==> src/rtl/mem_access_unit_pkg.sv <==
// Shared encodings for mem_access_unit: access widths, FSM states and byte-lane masks.
package mem_access_unit_pkg;

  typedef enum logic [2:0] {
    MW_NONE = 3'b000,
    MW_D    = 3'b001,
    MW_W    = 3'b010,
    MW_H    = 3'b011,
    MW_B    = 3'b100,
    MW_WU   = 3'b101,
    MW_HU   = 3'b110,
    MW_BU   = 3'b111
  } memdata_width_t;

  typedef enum logic [1:0] {
    ST_IDLE = 2'b00,
    ST_REQ  = 2'b01,
    ST_RESP = 2'b10
  } mau_state_t;

  localparam logic [7:0] LANE_MASK_B = 8'h01;
  localparam logic [7:0] LANE_MASK_H = 8'h03;
  localparam logic [7:0] LANE_MASK_W = 8'h0F;
  localparam logic [7:0] LANE_MASK_D = 8'hFF;

  // Unaligned byte-lane mask for an access width; shifted by the lane offset at use.
  function automatic logic [7:0] lane_mask(input memdata_width_t width);
    case (width)
      MW_B, MW_BU: return LANE_MASK_B;
      MW_H, MW_HU: return LANE_MASK_H;
      MW_W, MW_WU: return LANE_MASK_W;
      MW_D:        return LANE_MASK_D;
      default:     return 8'h00;
    endcase
  endfunction

  // Low address bits that must be zero for a naturally aligned access.
  // Signed and unsigned variants of a size share the same alignment rule.
  function automatic logic [2:0] align_bits(input memdata_width_t width);
    case (width)
      MW_H, MW_HU: return 3'b001;
      MW_W, MW_WU: return 3'b011;
      MW_D:        return 3'b111;
      default:     return 3'b000;
    endcase
  endfunction

endpackage

==> src/rtl/mem_lane_extend.sv <==
// Combinational load path: picks the addressed bytes out of a doubleword and
// sign- or zero-extends them to 64 bits according to the access width.
module mem_lane_extend
  import mem_access_unit_pkg::*;
(
  input  memdata_width_t width,
  input  logic [2:0]     offset,
  input  logic [63:0]    dword,
  output logic [63:0]    data
);

  logic [63:0] shifted;

  always_comb begin
    shifted = dword >> {offset, 3'b000};
    data    = '0;
    case (width)
      MW_D:    data = shifted;
      MW_W:    data = {{32{shifted[31]}}, shifted[31:0]};
      MW_WU:   data = {32'b0, shifted[31:0]};
      MW_H:    data = {{48{shifted[15]}}, shifted[15:0]};
      MW_HU:   data = {48'b0, shifted[15:0]};
      MW_B:    data = {{56{shifted[7]}}, shifted[7:0]};
      MW_BU:   data = {56'b0, shifted[7:0]};
      MW_NONE: data = '0;
    endcase
  end

endmodule

==> src/rtl/mem_access_unit.sv <==
// Load/store unit bridging one pipeline access to a single-beat 64-bit memory port.
// Optional MEM_MISALIGN_CHECK_EN: fault misaligned H/W/D accesses instead of aligning them down.
module mem_access_unit
  import mem_access_unit_pkg::*;
(
  input  logic        clk,
  input  logic        rst,
  input  logic        req_valid,
  output logic        req_ready,
  input  logic        we_mem,
  input  logic        re_mem,
  input  logic [2:0]  memdata_width,
  input  logic [63:0] addr,
  input  logic [63:0] wdata,
  output logic        resp_valid,
  output logic [63:0] rdata,
  output logic        misalign,
  output logic        mem_req,
  output logic        mem_we,
  output logic [63:0] mem_addr,
  output logic [7:0]  mem_wstrb,
  output logic [63:0] mem_wdata,
  input  logic        mem_ack,
  input  logic [63:0] mem_rdata
);

  // Handshake: a request is taken on a rising edge where req_valid && req_ready;
  // req_ready is high only in IDLE, and resp_valid pulses once per accepted request.
  mau_state_t     state_q, state_d;
  memdata_width_t width_in, width_q;
  logic           accept, op_ok, fault_in, go_mem;
  logic [2:0]     off_in, off_q;
  logic [63:3]    addr_q;
  logic [63:0]    wdata_q, rdata_q, load_data;
  logic           we_q, misalign_q;

  assign width_in  = memdata_width_t'(memdata_width);
  assign req_ready = (state_q == ST_IDLE) && !rst;
  assign accept    = req_valid && req_ready;
  assign op_ok     = (we_mem ^ re_mem) && (width_in != MW_NONE);

`ifdef MEM_MISALIGN_CHECK_EN
  assign fault_in = (addr[2:0] & align_bits(width_in)) != 3'b000;
  assign off_in   = addr[2:0];
`else
  // Without the check, misaligned accesses are silently aligned down to their size.
  assign fault_in = 1'b0;
  assign off_in   = addr[2:0] & ~align_bits(width_in);
`endif

  assign go_mem = op_ok && !fault_in;

  always_ff @(posedge clk or posedge rst) begin
    if (rst) begin
      state_q <= ST_IDLE;
    end else begin
      state_q <= state_d;
    end
  end

  always_ff @(posedge clk or posedge rst) begin
    if (rst) begin
      we_q       <= 1'b0;
      width_q    <= MW_NONE;
      addr_q     <= '0;
      off_q      <= 3'b000;
      wdata_q    <= '0;
      misalign_q <= 1'b0;
      rdata_q    <= '0;
    end else if (accept) begin
      we_q       <= we_mem;
      width_q    <= width_in;
      addr_q     <= addr[63:3];
      off_q      <= off_in;
      wdata_q    <= wdata;
      misalign_q <= fault_in;
      rdata_q    <= '0;
    end else if ((state_q == ST_REQ) && mem_ack) begin
      rdata_q <= we_q ? 64'h0 : load_data;
    end
  end

  mem_lane_extend u_lane_extend (
    .width  (width_q),
    .offset (off_q),
    .dword  (mem_rdata),
    .data   (load_data)
  );

  always_comb begin
    state_d    = state_q;
    resp_valid = 1'b0;
    rdata      = '0;
    misalign   = 1'b0;
    mem_req    = 1'b0;
    mem_we     = 1'b0;
    mem_addr   = '0;
    mem_wstrb  = 8'h00;
    mem_wdata  = '0;
    case (state_q)
      ST_IDLE: begin
        if (accept) state_d = go_mem ? ST_REQ : ST_RESP;
      end
      ST_REQ: begin
        mem_req  = 1'b1;
        mem_we   = we_q;
        mem_addr = {addr_q, 3'b000};
        if (we_q) begin
          mem_wstrb = lane_mask(width_q) << off_q;
          mem_wdata = wdata_q << {off_q, 3'b000};
        end
        if (mem_ack) state_d = ST_RESP;
      end
      ST_RESP: begin
        resp_valid = 1'b1;
        rdata      = rdata_q;
        misalign   = misalign_q;
        state_d    = ST_IDLE;
      end
      default: state_d = ST_IDLE;
    endcase
  end

endmodule

==> config.mk <==
export PLATFORM = sky130hd
export DESIGN_NAME = mem_access_unit
export DESIGN_NICKNAME = d
export VERILOG_FILES = /design/src/rtl/mem_access_unit_pkg.sv /design/src/rtl/mem_lane_extend.sv /design/src/rtl/mem_access_unit.sv
export SDC_FILE = /design/constraint.sdc
export NUM_CORES = 1
export LEC_CHECK = 0
export CORE_ASPECT_RATIO = 0.7
export CORE_UTILIZATION = 43
export CTS_BUF_LIST = sky130_fd_sc_hd__clkbuf_4 sky130_fd_sc_hd__clkbuf_8
export DETAILED_ROUTE_END_ITERATION = 16
export MAX_ROUTING_LAYER = met4
export PLACE_DENSITY = 0.79
export SLEW_MARGIN = 25
export SYNTH_ARGS = -nofsm -noshare
export SYNTH_HDL_FRONTEND = slang
export SYNTH_SLANG_ARGS = --single-unit
==> constraint.sdc <==
create_clock -name clk -period 6.6 [get_ports clk]
set_clock_uncertainty 0.15 [all_clocks]
set_input_delay 1.32 -clock clk [delete_from_list [all_inputs] [get_ports clk]]
set_output_delay 1.32 -clock clk [all_outputs]
set_load 0.01 [all_outputs]
==> results.md <==
* Final hold vios at 0
* Final WL at 46.94 mm
* Synth area leaders: dfrtp_1 40%, nand2_1 15%, and2_1 7.6%
* Yosys top cell area share at 0.4021
* Setup_tns at 0 ns
* Max VDD drop at 0.1796 mV
* Outcome: completed
* CP top delay family: simple AND/OR/NAND/NOR gates
* DP Worst Slack at 1.752 ns
* Port bufs at 401
* First-pass GRT wire length at 70.01 mm
* Vias per cell at 5.494
* FMAX at 184.1 MHz
* Synthesized area per cell at 8.187 µm²
* Switching share of power at 0.4142
* Num ports at 406
* Placer Congestion at 0.9398
* Initial antenna violation count at 2
* Setup Buffers After CTS at 0
* CTS tree: done
* Reg power frac at 0.415
* Crit-path max FO at 56
* Layout Cells excl Fill at 2209
* Crit path launch: off_q[2]$_DFFE_PP0P_
* FF-to-FF Start: off_q[0]$_DFFE_PP0P_
* CORE AREA at 28010 µm²
* Post-Syn Instances at 1505
* Worst-skew pair later-pin latency at 0.49 ns
* Vias in the first global route at 11390
* Area delta synth->final at 37.34%
* CP endpoint: mem_wdata[39]
* Post-DP HPWL at 35.18 mm
* Post-route ant nets at 0
* Die ar. at 29350 µm²
* Register area share after synthesis at 0.4021
* Largest net degree at the start of global routing at 137
* Min-delay worst type: reg -> reg
* Tcrit/Tclk final at 0.8230
* Chip width at 204.3 µm
* Num rows at 51
* Worst EP required at 5.13 ns
* Fillers at 2459
* Comb pwr share at 0.389
* Final WS setup at 1.168 ns
* All-layer global routing usage at 0.3289
* Global route total overflow at 0
* FF-to-FF setup slack at 2.66 ns
* Clock Tree Root: clkbuf_8
* CP max-delay cell: dfrtp_2
* Maxcap violations at 0
* Pwr Density at 252.4 nW/µm²
* Worst r2r path cells at 7
* Slew Viols, Final at 0
* WP depth at 6
* Slew headroom at 0.3250
* Hold-fix buffers at CTS at 0
* DRC viols at 0
* Setup violators final at 0
* Internal at 2.503 mW
* Wire per inst at 21.25 µm
* CP startpoint kind: register
* Post-synth top area cell: dfrtp_1
* CP Capture Type: output pin
* Drt pass-1 iters at 6
* Cell area after synthesis at 12320 µm²
* Capture point of the worst reg-to-reg path: rdata_q[50]$_DFFE_PP0P_
* TritonCTS Buffers at 17
* Top FF cell, synth: dfrtp_1
* Worst Path Arrival at 3.96 ns
* Iteration-0 DRC Markers at 1159
* Dpl cells at 2173
* Final core occ at 0.6041
* Critical path buffers and inverters at 2
* Via count at 12140
* Nets at 2024
* Clk pwr share at 0.196
* Fraction of registers with async set/reset at 1.000
* Seq cells post-synth at 198
* Worst Tran Pin Value at 1.013 ns
* Die Height at 143.6 µm
* Yosys warnings at 0
* EDFF count, synth at 0
* Psw at 1.769 mW
* Initial Utilization at 0.4399
* Max clock buf depth at 2
* H-tree levels at 4
* P_leak at 7.264 nW
* Library cells used by synthesis at 51
* Clk slew on worst S/H paths at 0.12 ns
* Fin crit period at 5.432 ns
* Unrepaired setup endpoints after global routing: no
* CTS sink count at 198
* Critical Path Max Stage Delay at 1.04 ns
* Cells along the critical path: nor2b_1 > nand2_1 > buf_4 > nor2_1 > a22o_1 > clkdlybuf4s50_1
* Fraction of layout cells with a size suffix above 1 at 0.06754
* Crit path kind: reg -> out
* PostCTS Resize Cnt at 0
[how the worst min path moves through the flow]
stage                      startpoint                     end  slack, ns  cells past startpoint
2_1_floorplan  rdata_q[7]$_DFFE_PP0P_  rdata_q[7]$_DFFE_PP0P_       0.28                      2
3_3_place_gp   addr_q[59]$_DFFE_PP0P_  addr_q[59]$_DFFE_PP0P_       0.30                      2
3_5_place_dp   addr_q[41]$_DFFE_PP0P_  addr_q[41]$_DFFE_PP0P_       0.30                      2
4_1_cts        addr_q[50]$_DFFE_PP0P_  addr_q[50]$_DFFE_PP0P_       0.33                      2
5_1_grt        addr_q[42]$_DFFE_PP0P_  addr_q[42]$_DFFE_PP0P_       0.35                      2
6_report       addr_q[50]$_DFFE_PP0P_  addr_q[50]$_DFFE_PP0P_       0.33                      2
[cell usage after synthesis (all sizes together), types with 2 or more instances]
master and n:
and2 151, inv 7, nor3 15, a22oi 6, nor3b 2, clkbuf 85, nand3 5, and3 2
dfrtp 198, or2 2, buf 39, a21o 2, nor2b 24, mux4 29, a2bb2oi 7, nand2b 13
nor2 66, o21ai 99, a211oi 36, o31ai 10, nand2 503, a21oi 57, mux2i 76, o22ai 25
mux2 22, a22o 8, a311oi 2
[through the flow]
stage	total power, mW	area, µm²	hold slack (ns)
after floorplan	2.778	12340	0.2849
final	4.272	16920	0.3287
after CTS	4.247	16890	0.3342
after global routing	4.525	16920	0.3518
after global placement	3.364	16440	0.2983
after detailed placement	3.411	16460	0.3039
[cells by family (layout without fill, tap and decap cells)]
kind of cell,after synthesis,in the layout,share of synthesized area
xor gates and xnor gates,1,1,0.0007109
other,1,6,0.0003043
DFF,198,198,0.4021
AOI/OAI and AO/OA,260,260,0.1314
muxes,127,127,0.1349
and+or+nand+nor,787,787,0.2844
buffers and inverters,131,459,0.04620
[cells in the final DEF (no fill, tap or decap), types with 25 or more instances in the layout]
| master | count |
|---|---|
| nand2_1 | 502 |
| clkdlybuf4s50_1 | 401 |
| dfrtp_1 | 195 |
| and2_1 | 149 |
| o21ai_0 | 96 |
| mux2i_1 | 76 |
| nor2_1 | 66 |
| a21oi_1 | 57 |
| a211oi_1 | 35 |
| mux4_2 | 29 |
| o22ai_1 | 25 |
[layout make-up]
class	instances	area, µm²	share of cell area
multi-input cells	1179	6842	0.4043
flip-flops and latches	198	4964	0.2933
repair buffers	420	4193	0.2478
well taps	371	464.2	0.02743
clock buffers	17	234.0	0.01383
clock inverters	15	191.4	0.01131
inverters	7	30.03	0.001774
diodes	2	5.005	0.0002957
[flip-flops by register name (all words and copies together) (netlist names)]
register / cells
state_q: 2
we_q: 1
width_q: 3
rdata_q: 64
addr_q: 61
off_q: 3
wdata_q: 64
[power groups by stage]
stage               Combinational (mW)  Sequential, mW  Clock [mW]
global route                      1.81            1.81       0.904
finish                            1.66            1.77       0.835
detailed placement                1.63            1.79           0
CTS                               1.63            1.76       0.853
global placement                  1.59            1.78           0
floorplan                         1.17            1.61           0
[metal layers]
layer / wire length [µm] / share of wire / track usage
met5: 0 / 0 / -
met4: 926 / 0.020 / 0.08602
met3: 4777 / 0.10 / 0.1032
met2: 19520 / 0.42 / 0.4476
met1: 21720 / 0.46 / 0.4668
[worst reg2reg max path: cells and delay by family (launching register included)]
kind,cells,cell delay (ns)
buffers and inverters,2,1.14
AND/OR/NAND/NOR,1,0.16
flip-flops,1,0.95
AO/OA/AOI/OAI,4,1.42
Power figures use the tool's default switching activity.
